## config.mk

```make
export PLATFORM = sky130hd
export DESIGN_NAME = pipe_ctrl
export DESIGN_NICKNAME = d
export VERILOG_FILES = /design/src/rtl/pipe_ctrl.sv
export SDC_FILE = /design/constraint.sdc
export NUM_CORES = 1
export LEC_CHECK = 0
export ABC_AREA = 1
export BUFFER_PORTS_ARGS = -buffer_cell sky130_fd_sc_hd__buf_2
export CORE_MARGIN = 2
export CORE_UTILIZATION = 30
export CTS_BUF_LIST = sky130_fd_sc_hd__clkbuf_4 sky130_fd_sc_hd__clkbuf_8 sky130_fd_sc_hd__clkbuf_16
export CTS_CLUSTER_SIZE = 8
export DETAILED_ROUTE_END_ITERATION = 10
export MAX_ROUTING_LAYER = met4
export SKIP_LAST_GASP = 1
export SLEW_MARGIN = 20
export SYNTH_ARGS = -nofsm -noshare
export SYNTH_HDL_FRONTEND = slang
export SYNTH_SLANG_ARGS = --single-unit
```

## constraint.sdc

```tcl
create_clock -name clock -period 1.8 [get_ports clock]
set_input_delay 0.18 -clock clock [delete_from_list [all_inputs] [get_ports clock]]
set_output_delay 0.18 -clock clock [all_outputs]
set_load 0.02 [all_outputs]
```

## src/rtl/pipe_ctrl.sv

```systemverilog
// -----------------------------------------------------------------------------
// pipe_ctrl
//   Hazard / stall controller for a 5-stage in-order pipeline.
//   It produces the pipeline-register enables and the flush/bubble controls
//   that resolve load-use hazards, taken branches, data-memory stalls, a
//   memory-timeout fault and an external halt request.
//
// Parameters
//   TIMEOUT          maximum MEMWAIT cycles without ack before a fault (1..255)
//
// Ports
//   clock            rising-edge clock
//   reset_0          asynchronous, active-low reset
//   rmem_ex          EX stage holds a load
//   rw_ex[4:0]       EX stage destination register
//   rs_id, rt_id     ID stage source registers
//   use_rs_id/rt_id  ID stage actually reads rs / rt
//   rmem_me/wmem_me  ME stage holds a load / store
//   dmem_ack         data memory completes the access this cycle
//   branch_taken_ex  EX stage resolved a taken branch
//   halt             stop request (takes effect after the current cycle)
//   en_pcif..en_mewb pipeline register enables
//   flush_ifid       load a NOP into IF/ID
//   bubble_idex      load a NOP into ID/EX
//   dmem_req         data memory request
//   state[1:0]       FSM state (RUN=0, LDUSE=1, MEMWAIT=2, HALTED=3)
//   stall_cnt[15:0]  saturating count of cycles with the front end stalled
//   mem_timeout      sticky memory-timeout fault
// -----------------------------------------------------------------------------
module pipe_ctrl #(
    parameter int unsigned TIMEOUT = 255
) (
    input  logic        clock,
    input  logic        reset_0,
    input  logic        rmem_ex,
    input  logic [4:0]  rw_ex,
    input  logic [4:0]  rs_id,
    input  logic [4:0]  rt_id,
    input  logic        use_rs_id,
    input  logic        use_rt_id,
    input  logic        rmem_me,
    input  logic        wmem_me,
    input  logic        dmem_ack,
    input  logic        branch_taken_ex,
    input  logic        halt,
    output logic        en_pcif,
    output logic        en_ifid,
    output logic        en_idex,
    output logic        en_exme,
    output logic        en_mewb,
    output logic        flush_ifid,
    output logic        bubble_idex,
    output logic        dmem_req,
    output logic [1:0]  state,
    output logic [15:0] stall_cnt,
    output logic        mem_timeout
);

    typedef enum logic [1:0] {
        RUN     = 2'd0,
        LDUSE   = 2'd1,
        MEMWAIT = 2'd2,
        HALTED  = 2'd3
    } state_t;

    localparam logic [7:0] TIMEOUT_LIM = 8'(TIMEOUT);

    state_t     cur_state;
    state_t     nxt_state;
    logic [7:0] wait_cnt;
    logic [7:0] wait_cnt_nxt;
    logic       timeout_hit;

    logic       mem_access;
    logic       mem_stall;
    logic       load_use;

    // Internal (unmasked) control decisions; reset masking is applied last.
    logic       en_front;   // en_pcif / en_ifid
    logic       en_back;    // en_idex / en_exme / en_mewb
    logic       flush_c;
    logic       bubble_c;
    logic       req_c;

    assign mem_access = rmem_me | wmem_me;
    assign mem_stall  = mem_access & ~dmem_ack;

    assign load_use = rmem_ex & (rw_ex != 5'd0) &
                      ((use_rs_id & (rs_id == rw_ex)) |
                       (use_rt_id & (rt_id == rw_ex)));

    // -------------------------------------------------------------------------
    // Next-state and control decode
    // -------------------------------------------------------------------------
    always_comb begin
        nxt_state    = cur_state;
        wait_cnt_nxt = wait_cnt;
        timeout_hit  = 1'b0;
        en_front     = 1'b0;
        en_back      = 1'b0;
        flush_c      = 1'b0;
        bubble_c     = 1'b0;
        req_c        = 1'b0;

        unique case (cur_state)
            RUN, LDUSE: begin
                req_c = mem_access;
                if (mem_stall) begin
                    // Whole pipe frozen; a branch in EX stays put and is
                    // handled when the memory access releases.
                    nxt_state    = MEMWAIT;
                    wait_cnt_nxt = '0;
                end else if (branch_taken_ex) begin
                    // Branch beats load-use: the dependent instruction in ID
                    // is on the wrong path and gets flushed anyway.
                    en_front  = 1'b1;
                    en_back   = 1'b1;
                    flush_c   = 1'b1;
                    bubble_c  = 1'b1;
                    nxt_state = RUN;
                end else if ((cur_state == RUN) && load_use) begin
                    en_back   = 1'b1;
                    bubble_c  = 1'b1;
                    nxt_state = LDUSE;
                end else begin
                    en_front  = 1'b1;
                    en_back   = 1'b1;
                    nxt_state = RUN;
                end
            end

            MEMWAIT: begin
                req_c = mem_access;
                if (mem_stall) begin
                    wait_cnt_nxt = wait_cnt + 8'd1;
                    if (wait_cnt_nxt == TIMEOUT_LIM) begin
                        timeout_hit = 1'b1;
                        nxt_state   = HALTED;
                    end
                end else begin
                    en_front  = 1'b1;
                    en_back   = 1'b1;
                    flush_c   = branch_taken_ex;
                    bubble_c  = branch_taken_ex;
                    nxt_state = RUN;
                end
            end

            HALTED: begin
                nxt_state = HALTED;
            end

            default: begin
                nxt_state = RUN;
            end
        endcase

        // Halt only redirects the next state; this cycle's controls stand.
        if (halt) begin
            nxt_state = HALTED;
        end
    end

    // Controls are forced inactive while reset is asserted.
    always_comb begin
        en_pcif     = en_front & reset_0;
        en_ifid     = en_front & reset_0;
        en_idex     = en_back  & reset_0;
        en_exme     = en_back  & reset_0;
        en_mewb     = en_back  & reset_0;
        flush_ifid  = flush_c  & reset_0;
        bubble_idex = bubble_c & reset_0;
        dmem_req    = req_c    & reset_0;
    end

    assign state = cur_state;

    // -------------------------------------------------------------------------
    // State, wait counter, fault flag and stall statistics
    // -------------------------------------------------------------------------
    always_ff @(posedge clock or negedge reset_0) begin
        if (!reset_0) begin
            cur_state   <= RUN;
            wait_cnt    <= '0;
            mem_timeout <= 1'b0;
            stall_cnt   <= '0;
        end else begin
            cur_state <= nxt_state;
            wait_cnt  <= wait_cnt_nxt;
            if (timeout_hit) begin
                mem_timeout <= 1'b1;
            end
            if (!en_front && (cur_state != HALTED) && (stall_cnt != '1)) begin
                stall_cnt <= stall_cnt + 16'd1;
            end
        end
    end

endmodule

```

# Yosys cells after proc, flatten, opt, wreduce, memory -nomap -nowiden

Index checks and enable logic that the tools add are counted.

Multiplexer cells: 28
Reductions and logical operators: 10
Add/subtract/negate cells: 2
Eq/ne operators: 11
Bitwise gates (word level): 13

Operator list:

| operator              | number |
|---|---|
| $mux 1                | 17 |
| $add 16x1->16 const B | 1 |
| $mux 8                | 2 |
| $ne 16x16->1 const B  | 1 |
| $pmux 8 s2            | 1 |
| $and 1x1->1           | 10 |
| $eq 5x5->1            | 2 |
| $add 8x1->8 const B   | 1 |
| $eq 8x8->1 const B    | 1 |
| $mux 2                | 4 |
| $ne 2x2->1 const B    | 3 |
| $pmux 1 s2            | 3 |
| $pmux 2 s3            | 1 |
| $reduce_bool 5->1     | 1 |
| $eq 2x2->1 const B    | 2 |
| $ne 4x4->1 const B    | 1 |
| $logic_and 1x1->1     | 3 |
| $reduce_and 3->1      | 1 |
| $reduce_or 3->1       | 1 |
| $eq 2x1->1 const B    | 1 |
| $logic_not 2->1       | 1 |
| $or 1x1->1            | 2 |
| $reduce_bool 2->1     | 1 |
| $reduce_or 2->1       | 1 |
| 2 further kinds       | 2 |

Input bits: 25
Logic and storage cells: 68
Output and inout bits: 27
Flip-flop bits (word level): 27

# Logic depth before layout (Yosys ltp)

Depth in word-level cells: 12
Mapped depth: 12
Gate-level depth less buffers: 11

# Least setup slack after synthesis

OpenSTA, ideal clock, no wires.

Path type: register to output
From: reg cur_state[1], in the netlist state[1]
To: out bubble_idex
Buffers on the path: 0
Setup slack: -0.473 ns
Required time: 1.620 ns
Stages on the path, launching flop included: 6
Data arrival time: 2.093 ns
Cell sequence: dfrtp_1 > nand2_1 > inv_1 > nor3_1 > inv_1 > o21ai_0

Cells in the longest elaborated chain, start to end: 7
Elaborated cells on any way between the ends: 10
Those cells by class: 2 x eq/ne; 4 x mux; 1 x bitwise; 3 x reduce/logical

Ends and longest elaborated chain:

| what                   | RTL line | text |
|---|---|---|
| start, declared        | 68       | `state_t cur_state;` |
| start signal, assigned | 188      | `cur_state <= nxt_state;` |
| $logic_not 2->1        | 105, 121 |  |
| $logic_and 1x1->1      | 121      | `end else if ((cur_state == RUN) && load_use) begin` |
| $mux 1                 | 121      |  |
| $mux 1                 | 113      | `end else if (branch_taken_ex) begin` |
| $mux 1                 | 108      | `if (mem_stall) begin` |
| $pmux 1 s2 (*)         | 105      | `unique case (cur_state)` |
| $and 1x1->1 (*)        | 172      | `bubble_idex = bubble_c & reset_0;` |
| end, declared          | 52       | `output logic bubble_idex,` |

Mark *: on every way between the ends. The rest lies on a longest branch, timed or not.

# Worst setup path after layout

From: reg stall_cnt[1]
To: reg stall_cnt[3]

Cells in the longest elaborated chain, start to end: 2
Elaborated cells on any way between the ends: 3
Those cells by class: 1 x add/sub; 1 x eq/ne; 1 x reduce/logical

Ends and longest elaborated chain:

| what                                                                  | RTL line | text |
|---|---|---|
| start, declared                                                       | 55       | `output logic [15:0] stall_cnt,` |
| start signal, assigned                                                | 194      | `stall_cnt <= stall_cnt + 16'd1;` |
| parallel branches: the longest is 2 deep, another holds $add 16x1->16 | --       |  |

Parallel ways; which one is timed is not known.
A chain may end at the register's enable or synchronous reset.

==> key figures <==
Run status
  – Outcome: completed

STA
  – Max Slew Vio Count: 0
  – Worst hold slack: 0.152 ns
  – Period utilization: 0.987
  – Setup slack after layout: 0.0235 ns
  – Fin crit period: 1.78 ns
  – Slew headroom: 0.724
  – Fmax: 563 MHz
  – RSZ-0062 raised after global routing: true
  – Worst-margin pin slew: 0.413 ns
  – Final setup skew: 0.00157 ns
  – Final Hold Viols: 0
  – Setup violators final: 0

Logic synthesis
  – Synth Instances: 278
  – Ranking of synthesized cells by area: dfrtp_1 36%, nand2_1 18%, nand3_1 8.5%
  – Library cells used by synthesis: 24
  – YS warnings: 0
  – Mapped Avg Cell Area: 6.78 um2
  – Yosys reg bits: 27
  – Syn Nets: 306
  – Area leader, netlist: dfrtp_1
  – Sequential fraction of the synthesis area: 0.359
  – Mapped Area: 0.00188 mm2
  – Fraction of synthesized cell area taken by the top area cell type: 0.359

Place
  – DP Area: 0.00225 mm2
  – Buffers on Ports: 51
  – Place WS: 0.0638 ns
  – Routability cong.: 0.857
  – Dpl hpwl: 3.53 mm

Route
  – Drt drc: 0
  – DRT Pass-1 Iters: 4
  – DRT iter0 DRCs: 58
  – WL/cell: 11.5 um
  – DR vias: 1,930
  – Final WL: 4.87 mm
  – Post-DR vias/cell: 4.57
  – Routed Antenna Nets: 0

Clocking
  – CTS Buf Count: 3
  – CTS tree: done
  – Max Buffers Root-to-Sink: 2
  – H-tree depth: 1
  – Clock Latency Late Sink: 0.27 ns
  – Clk pin slew, worst setup/hold paths: 0.10 ns
  – Root buffer cell: clkbuf_8
  – Num Clock Sinks: 27

Cells and area
  – Fill cell count: 623
  – Most frequent cells in the layout: 85 x nand2_1, 49 x buf_2, 35 x inv_1
  – Synth-to-Final Area Change: 31.1%
  – Ant diodes: 0
  – Commonest non-fill, non-tap cell in the layout: nand2_1
  – Nets: 376
  – Layout cells sized above 1: 0.280
  – Final Cell Area: 0.00247 mm2

Power
  – Pwr dens: 449 mW/mm2
  – Leakage: 1.40 nW
  – Tot Pwr: 1.11 mW
  – Peak supply drop: 0.000351 V

Floorplan
  – Die height: 83.3 um
  – Rows: 28
  – Boundary Pins: 52
  – Initial Util: 0.315
  – Core area: 0.00599 mm2
  – Die X: 83.3 um
  – DIE AREA: 0.00693 mm2

Critical path
  – Crit-path max FO: 9
  – WP buf/inv: 1
  – Max incr delay on CP: 0.42 ns
  – Class of the most critical setup path: flip-flop to flip-flop
  – CP required: 1.97 ns
  – CP cell instances: ha_4 > nand3_4 > nor2_4 > nand4_1 > o21ai_4 > clkinv_2 > nand3_1 > nand2_1
  – CP delay by family, top: simple AND/OR/NAND/NOR gates
  – Startpoint Class: flip-flop
  – Crit-path slowest cell: dfrtp_1
  – WP data arrival: 1.95 ns
  – CP Capture Type: flip-flop

GRT
  – GRT Total Usage: 0.145
  – Initial antenna violation count: 0
  – Largest net degree at the start of global routing: 28
  – First-pass GRT wire length: 8.23 mm
  – Vias in the first global route: 1,875
  – Gr ovfl total: 0

Run
  – Max-cap violations: 0

Worst hold path
  – Worst min path class: input pin to flip-flop
[registers in the layout (all words and copies together), names as in the netlist]
register,cells
state,2
stall_cnt,16
mem_timeout,1
wait_cnt,8
[final cells by class]
| type | count | area [um2] | share of cell area |
|---|---|---|---|
| multi-input cells | 204 | 1090 | 0.442 |
| flip-flops and latches | 27 | 676 | 0.273 |
| clock inverters | 1 | 5.00 | 0.00203 |
| well taps | 75 | 93.8 | 0.0380 |
| repair inverters | 2 | 10.0 | 0.00405 |
| inverters | 42 | 163 | 0.0658 |
| clock buffers | 3 | 41.3 | 0.0167 |
| repair buffers | 68 | 390 | 0.158 |
[logic make-up (layout without fill, tap and decap cells)]
group           after synthesis  after routing  share of synthesized area
simple gates                169            170                      0.389
fa+ha+maj                     3              3                     0.0199
flops                        27             27                      0.359
compound gates               14             14                     0.0465
buf+inv                      48            116                      0.107
xor+xnor                     17             17                     0.0790
[worst paths after layout]
kind / startpoint / cells past startpoint / slack [ns] / endpoint
min in group asynchronous: reset_0 / 3 / 0.47 / stall_cnt[1]$_DFFE_PN0P_
setup / recovery: stall_cnt[1]$_DFFE_PN0P_ / 8 / 0.02 / stall_cnt[3]$_DFFE_PN0P_
hold / removal: halt / 3 / 0.15 / state[1]$_DFFE_PN0P_
hold reg to reg: mem_timeout$_DFFE_PN0P_ / 1 / 0.49 / mem_timeout$_DFFE_PN0P_
max in group asynchronous: reset_0 / 3 / 1.07 / mem_timeout$_DFFE_PN0P_
setup reg to reg: stall_cnt[1]$_DFFE_PN0P_ / 8 / 0.02 / stall_cnt[3]$_DFFE_PN0P_
[power by group]
part | leakage, nW | switching [mW] | total [mW] | internal [mW]
logic | 1.03 | 0.0823 | 0.133 | 0.0508
registers | 0.349 | 0.00854 | 0.623 | 0.615
clock network | 0.0255 | 0.199 | 0.354 | 0.155
[repair_timing]
item / 4_1_cts / 5_1_grt
resized for setup: 0 / 19
buffers inserted: 0 / 9
hold endpoints to repair: 27 / 0
hold buffers: 1 / 0
setup endpoints to repair: 0 / 20
[cells in the mapped netlist]
cell	count
nor2_4	1
o21ai_0	5
nor3_1	4
buf_2	2
nand4_1	7
xnor2_1	6
dfrtp_1	27
nand2_4	1
xor2_1	11
o21ai_2	1
inv_2	6
o211ai_1	1
buf_4	3
ha_1	3
o21bai_1	2
nand3_2	2
buf_6	1
nand3_1	32
nor3_2	1
nor2_1	29
nand2_2	1
nand2_1	91
o22ai_1	5
inv_1	36
[tightest hold or removal path, stage by stage]
cell and delay, ns:
buf_2 0.07, inv_1 0.06, nand3_1 0.08
[routing by layer]
metal  GRT usage  vias up  share of wire  wire, um
li1            -     1017              -         -
met1       0.185      877           0.47      2290
met2       0.243       34           0.49      2390
met3      0.0268        2          0.033       161
met4      0.0253        0         0.0055        27
met5           -        -              0         0
[through the flow]
step	setup TNS [ns]	utilization	cells
after global routing	-0.810	0.412	422
final	0	0.412	422
after detailed placement	0	0.376	405
after CTS	0	0.386	410
after global placement	0	0.376	405
after floorplan	0	-	278
Power figures use the tool's default switching activity.
